## src/rtl/count_sampler.sv

```systemverilog
// rtl/count_sampler.sv - counter sequence checker and wrap counter with snapshot FIFO
//
// Purpose:
//   Watches a free-running 4-bit upstream counter. It flags any step that is
//   neither a hold nor a +1 (mod 16), counts 15->0 wraps (mod 16), and, on
//   request, buffers {wrap_cnt, cnt_in} snapshots in a DEPTH-entry FIFO that
//   drains through a valid/ready output.
//
// Ports:
//   clk        in   1  single clock, rising edge
//   reset      in   1  synchronous active-low reset
//   cnt_in     in   4  upstream counter value
//   sample_req in   1  push a snapshot this cycle
//   out_data   out  8  head snapshot {wrap_cnt, cnt}, 8'h00 when empty
//   out_valid  out  1  out_data holds a buffered snapshot
//   out_ready  in   1  consumer accepts out_data
//   wrap_cnt   out  4  15->0 transitions seen, mod 16
//   seq_err    out  1  sticky sequence violation
//   ovf        out  1  sticky dropped-request flag

module count_sampler #(
  parameter int DEPTH = 4
) (
  input  logic       clk,
  input  logic       reset,
  input  logic [3:0] cnt_in,
  input  logic       sample_req,
  output logic [7:0] out_data,
  output logic       out_valid,
  input  logic       out_ready,
  output logic [3:0] wrap_cnt,
  output logic       seq_err,
  output logic       ovf
);

  localparam int PTR_W = (DEPTH > 1) ? $clog2(DEPTH) : 1;
  localparam int CNT_W = $clog2(DEPTH + 1);

  localparam logic [PTR_W-1:0] PTR_ONE  = PTR_W'(1);
  localparam logic [CNT_W-1:0] CNT_ONE  = CNT_W'(1);
  localparam logic [CNT_W-1:0] CNT_FULL = CNT_W'(DEPTH);

  // ------------------------------------------------------------------
  // Sequence tracking state
  // ------------------------------------------------------------------
  logic [3:0] r_prev_cnt;
  logic       r_prev_vld;
  logic [3:0] r_wrap_cnt;
  logic       r_seq_err;
  logic       r_ovf;

  // ------------------------------------------------------------------
  // Snapshot FIFO state
  // ------------------------------------------------------------------
  logic [7:0]       r_mem [DEPTH];
  logic [PTR_W-1:0] r_wr_ptr;
  logic [PTR_W-1:0] r_rd_ptr;
  logic [CNT_W-1:0] r_count;

  // ------------------------------------------------------------------
  // Combinational decode
  // ------------------------------------------------------------------
  logic [3:0] w_prev_inc;
  logic       w_illegal;
  logic       w_wrap;
  logic [7:0] w_snapshot;
  logic       w_empty;
  logic       w_full;
  logic       w_pop;
  logic       w_push;
  logic       w_drop;

  always_comb begin
    w_prev_inc = r_prev_cnt + 4'd1;   // 4-bit add gives the mod-16 successor

    // The first cycle after reset has nothing to compare against.
    w_illegal  = r_prev_vld && (cnt_in != r_prev_cnt) && (cnt_in != w_prev_inc);
    w_wrap     = r_prev_vld && (r_prev_cnt == 4'd15) && (cnt_in == 4'd0);

    // Snapshot carries the wrap count as it stands before this edge.
    w_snapshot = {r_wrap_cnt, cnt_in};

    w_empty    = (r_count == '0);
    w_full     = (r_count == CNT_FULL);

    // out_valid is low when empty, so out_ready is ignored there.
    w_pop      = !w_empty && out_ready;

    // A same-cycle pop frees the slot the push needs when full.
    w_push     = sample_req && (!w_full || w_pop);
    w_drop     = sample_req && w_full && !w_pop;
  end

  // ------------------------------------------------------------------
  // Sequence checker and wrap counter
  // ------------------------------------------------------------------
  always_ff @(posedge clk) begin
    if (!reset) begin
      r_prev_cnt <= 4'd0;
      r_prev_vld <= 1'b0;
      r_wrap_cnt <= 4'd0;
      r_seq_err  <= 1'b0;
    end else begin
      r_prev_cnt <= cnt_in;
      r_prev_vld <= 1'b1;
      if (w_wrap) begin
        r_wrap_cnt <= r_wrap_cnt + 4'd1;
      end
      if (w_illegal) begin
        r_seq_err <= 1'b1;
      end
    end
  end

  // ------------------------------------------------------------------
  // Overflow flag
  // ------------------------------------------------------------------
  always_ff @(posedge clk) begin
    if (!reset) begin
      r_ovf <= 1'b0;
    end else if (w_drop) begin
      r_ovf <= 1'b1;
    end
  end

  // ------------------------------------------------------------------
  // FIFO pointers and occupancy
  // ------------------------------------------------------------------
  always_ff @(posedge clk) begin
    if (!reset) begin
      r_wr_ptr <= '0;
      r_rd_ptr <= '0;
      r_count  <= '0;
    end else begin
      if (w_push) begin
        r_wr_ptr <= r_wr_ptr + PTR_ONE;
      end
      if (w_pop) begin
        r_rd_ptr <= r_rd_ptr + PTR_ONE;
      end
      case ({w_push, w_pop})
        2'b10:   r_count <= r_count + CNT_ONE;
        2'b01:   r_count <= r_count - CNT_ONE;
        default: r_count <= r_count;
      endcase
    end
  end

  // Storage needs no reset: an entry is only read after it was written,
  // and out_data is forced to zero whenever the FIFO is empty.
  always_ff @(posedge clk) begin
    if (reset && w_push) begin
      r_mem[r_wr_ptr] <= w_snapshot;
    end
  end

  // ------------------------------------------------------------------
  // Outputs: registered state only, no path from cnt_in/sample_req
  // ------------------------------------------------------------------
  assign out_valid = !w_empty;
  assign out_data  = w_empty ? 8'h00 : r_mem[r_rd_ptr];
  assign wrap_cnt  = r_wrap_cnt;
  assign seq_err   = r_seq_err;
  assign ovf       = r_ovf;

endmodule

```

## config.mk

```make
export PLATFORM = sky130hd
export DESIGN_NAME = count_sampler
export DESIGN_NICKNAME = d
export VERILOG_FILES = /design/src/rtl/count_sampler.sv
export SDC_FILE = /design/constraint.sdc
export NUM_CORES = 1
export LEC_CHECK = 0
export ABC_AREA = 0
export CAP_MARGIN = 25
export CORE_ASPECT_RATIO = 0.5
export CORE_MARGIN = 1
export CORE_UTILIZATION = 30
export CTS_BUF_LIST = sky130_fd_sc_hd__clkbuf_4 sky130_fd_sc_hd__clkbuf_8
export DETAILED_ROUTE_END_ITERATION = 6
export SLEW_MARGIN = 20
export SYNTH_ARGS = -nofsm -noshare
export SYNTH_HDL_FRONTEND = slang
export SYNTH_SLANG_ARGS = --single-unit
```

## constraint.sdc

```tcl
create_clock -name clk -period 4.64 [get_ports clk]
set_input_delay 0.696 -clock clk [delete_from_list [all_inputs] [get_ports clk]]
set_output_delay 0.696 -clock clk [all_outputs]
set_load 0.05 [all_outputs]
```

==> flow_metrics.tcl <==
set metrics [dict create \
    status "finished, final reports clean" \
    n_antenna_cell 0 \
    root_buffer "clkbuf_8" \
    hpwlAfterDp_mm 2.712 \
    skew_ns 0.003008 \
    grt_max_degree 21 \
    synth_adder_area_share_pct 4.187 \
    synth_area_leaders "edfxtp_1 42%, dfxtp_1 18%, mux4_2 7.9%" \
    worstPathArrival_ns 2.45 \
    crit_path_end_kind "output port" \
    synth_seq_area_share_pct 59.94 \
    cts_hold_buf 0 \
    yosys_warnings 0 \
    grt_pass1_wl_mm 6.361 \
    powerDensity_mw_per_mm2 373.9 \
    ys_ff_latch 52 \
    fin_crit_sh_pct 67.76 \
    yosys.area.top_type "edfxtp_1" \
    globalplace.congestion 0.7524 \
    post-route-drc-count 0 \
    routed_wl_mm 3.867 \
    slew_viol_final 0 \
    synth_top_family_by_area "simple AND/OR/NAND/NOR gates" \
    synth_top_area_share_pct 42.31 \
    finalCoreUtilization_pct 38.04 \
    final.setup.tns_ns 0 \
    critPathMaxFanout 8 \
    tightest_slew_ns 0.8385 \
    area_growth_syn_to_layout_pct 17.08 \
    drt_iter0_markers 84 \
    io-pin-count 23 \
    grt.overflow.total 0 \
    maxClockFrequency_mhz 318.1 \
    synth_xor_area_share_pct 5.785 \
    synth_area_mm2 0.002271 \
    drt-vias-per-instance 4.463 \
    hold_viol 0 \
    routedWlPerCell_um 13.66 \
    drt_pass1_iterations 4 \
    cts_setup_buffers 0 \
    max-vdd-ir-drop_mv 0.1590 \
    insertion_delay_ns 0.30 \
    die_h_um 63.52 \
    crit_required_ns 3.94 \
    fp-row-count 21 \
    h-tree-depth 2 \
    finalSetupViolCount 0 \
    cts.path.max_buffers 2 \
    synth.distinct_cells 36 \
    die_x_um 125.0 \
    finalPower_mw 0.9941 \
    crit_path_start_kind "register" \
    clk_pin_slew_ns 0.09 \
    synth_compound_area_share_pct 4.904 \
    slew_headroom_pct 43.90 \
    syn_nets 183 \
    start_util_pct 32.49 \
    synthesis.instances 168 \
    antenna_found_initial 0 \
    core_area_mm2 0.006989 \
    antenna_left 0 \
    die-area_mm2 0.007943 \
    leakagePower_nw 0.8864 \
    via_count 1263 \
    numClockSinks 52 \
    max-cap-violations 0 \
    avgSynthCellArea_um2 13.52 \
    post_cts_resized 0 \
    crit_type "reg2out" \
    min_path_type "reg2reg" \
    synthSimpleGateAreaFrac_pct 13.94 \
    port_buffers 22 \
    grt_use_total_pct 10.50 \
    min_period_ns 3.144 \
    grt_pass1_vias 1301 \
    drive_above_1_share_pct 12.57 \
    cts_buffers 5 \
    rsz0062_at_grt "false" \
    synth.area.mux_share_pct 7.934 \
    tritoncts "done" \
    final_nets 205 \
]
cell families (layout without fill, tap and decap cells):
group | count (synthesis) | after routing
XOR/XNOR | 15 | 15
flip-flops | 52 | 52
multiplexers | 8 | 8
AO/OA/AOI/OAI | 15 | 15
AND/OR/NAND/NOR | 54 | 54
buffers and inverters | 17 | 40
adder cells (fa/ha/maj) | 7 | 7
stage by stage:
step           std cells  hold WS (ns)  cell area [um2]  setup slack [ns]
2_1_floorplan        168        0.4354             2271             2.203
3_3_place_gp         275        0.4776             2569             1.618
3_5_place_dp         275        0.4589             2569             1.576
4_1_cts              283        0.4778             2659             1.411
5_1_grt              283        0.4950             2659             1.335
6_report             283        0.4828             2659             1.496
Yosys cell counts, drive strengths merged:
library cell,count
inv,10
buf,4
and3,1
nor2b,2
or3,1
fa,1
or3b,1
xnor2,8
o41ai,2
xor2,7
nor2,8
or2,1
clkbuf,3
a2111oi,1
and4bb,2
a21boi,3
o21ai,2
dfxtp,20
nor4b,1
and2,20
a31oi,2
ha,6
o31ai,1
mux4,8
nand3,8
nand3b,1
o21a,1
nand2,8
a21oi,2
a211oi,1
edfxtp,32
sequential cells by signal, indices dropped and copies added (netlist names), named ones only:
| name | cells |
|---|---|
| r_mem | 32 |
| wrap_cnt | 4 |
| r_count | 3 |
| seq_err | 1 |
| r_rd_ptr | 2 |
| ovf | 1 |
| r_prev_vld | 1 |
| r_wr_ptr | 2 |
| r_prev_cnt | 4 |
final cells by class:
cell class | count | area [um2]
Sequential cell | 52 | 1361
Timing Repair Buffer | 22 | 220.2
Multi-Input combinational cell | 99 | 834.6
Clock buffer | 5 | 68.82
Clock inverter | 3 | 21.27
Fill cell | 670 | 4330
Tap cell | 92 | 115.1
Inverter | 10 | 37.54
report_power, final:
group / total [mW] / switching [mW] / internal, mW
Sequential: 0.532 / 0.0234 / 0.509
Combinational: 0.208 / 0.121 / 0.0869
Clock: 0.254 / 0.147 / 0.107
Total: 0.994 / 0.291 / 0.703
cell usage in the layout (no fill, tap or decap), drive strengths merged:
cell type | Yosys | routed
a2111oi | 1 | 1
a21boi | 3 | 3
or3b | 1 | 1
nand3 | 8 | 8
fa | 1 | 1
clkinv | 0 | 1
o21a | 1 | 1
and2 | 20 | 20
nor2 | 8 | 8
nand3b | 1 | 1
nor2b | 2 | 2
nor4b | 1 | 1
ha | 6 | 6
dfxtp | 20 | 20
o21ai | 2 | 2
a31oi | 2 | 2
a21oi | 2 | 2
or2 | 1 | 1
and3 | 1 | 1
clkbuf | 3 | 5
xor2 | 7 | 7
xnor2 | 8 | 8
inv | 10 | 11
a211oi | 1 | 1
or3 | 1 | 1
o31ai | 1 | 1
clkinvlp | 0 | 1
mux4 | 8 | 8
edfxtp | 32 | 32
o41ai | 2 | 2
nand2 | 8 | 8
clkdlybuf4s50 | 0 | 22
and4bb | 2 | 2
routing by layer:
layer	routed length, um	part of all wire (%)	global-route usage (%)
met1	1808	47	13.12
met5	0	0	0
met2	1827	47	17.81
met3	194	5.0	2.379
met4	36	0.93	4.116
worst max-delay path: stages, from the launching register on:
cell             delay, ns
dfxtp_1               0.70
mux4_2                0.57
and2_1                0.17
clkdlybuf4s50_1       0.70
final timing paths:
kind,to,cells past startpoint,slack (ns),startpoint
max reg2reg,r_count[2]$_SDFFE_PN0P_,8,2.26,r_count[0]$_SDFFE_PN0P_
max,out_data[7],3,1.50,register
min,seq_err$_SDFFE_PN0P_,2,0.48,r_prev_vld$_DFF_P_
min reg2reg,seq_err$_SDFFE_PN0P_,2,0.48,r_prev_vld$_DFF_P_
(Power assumes the default switching activity.)
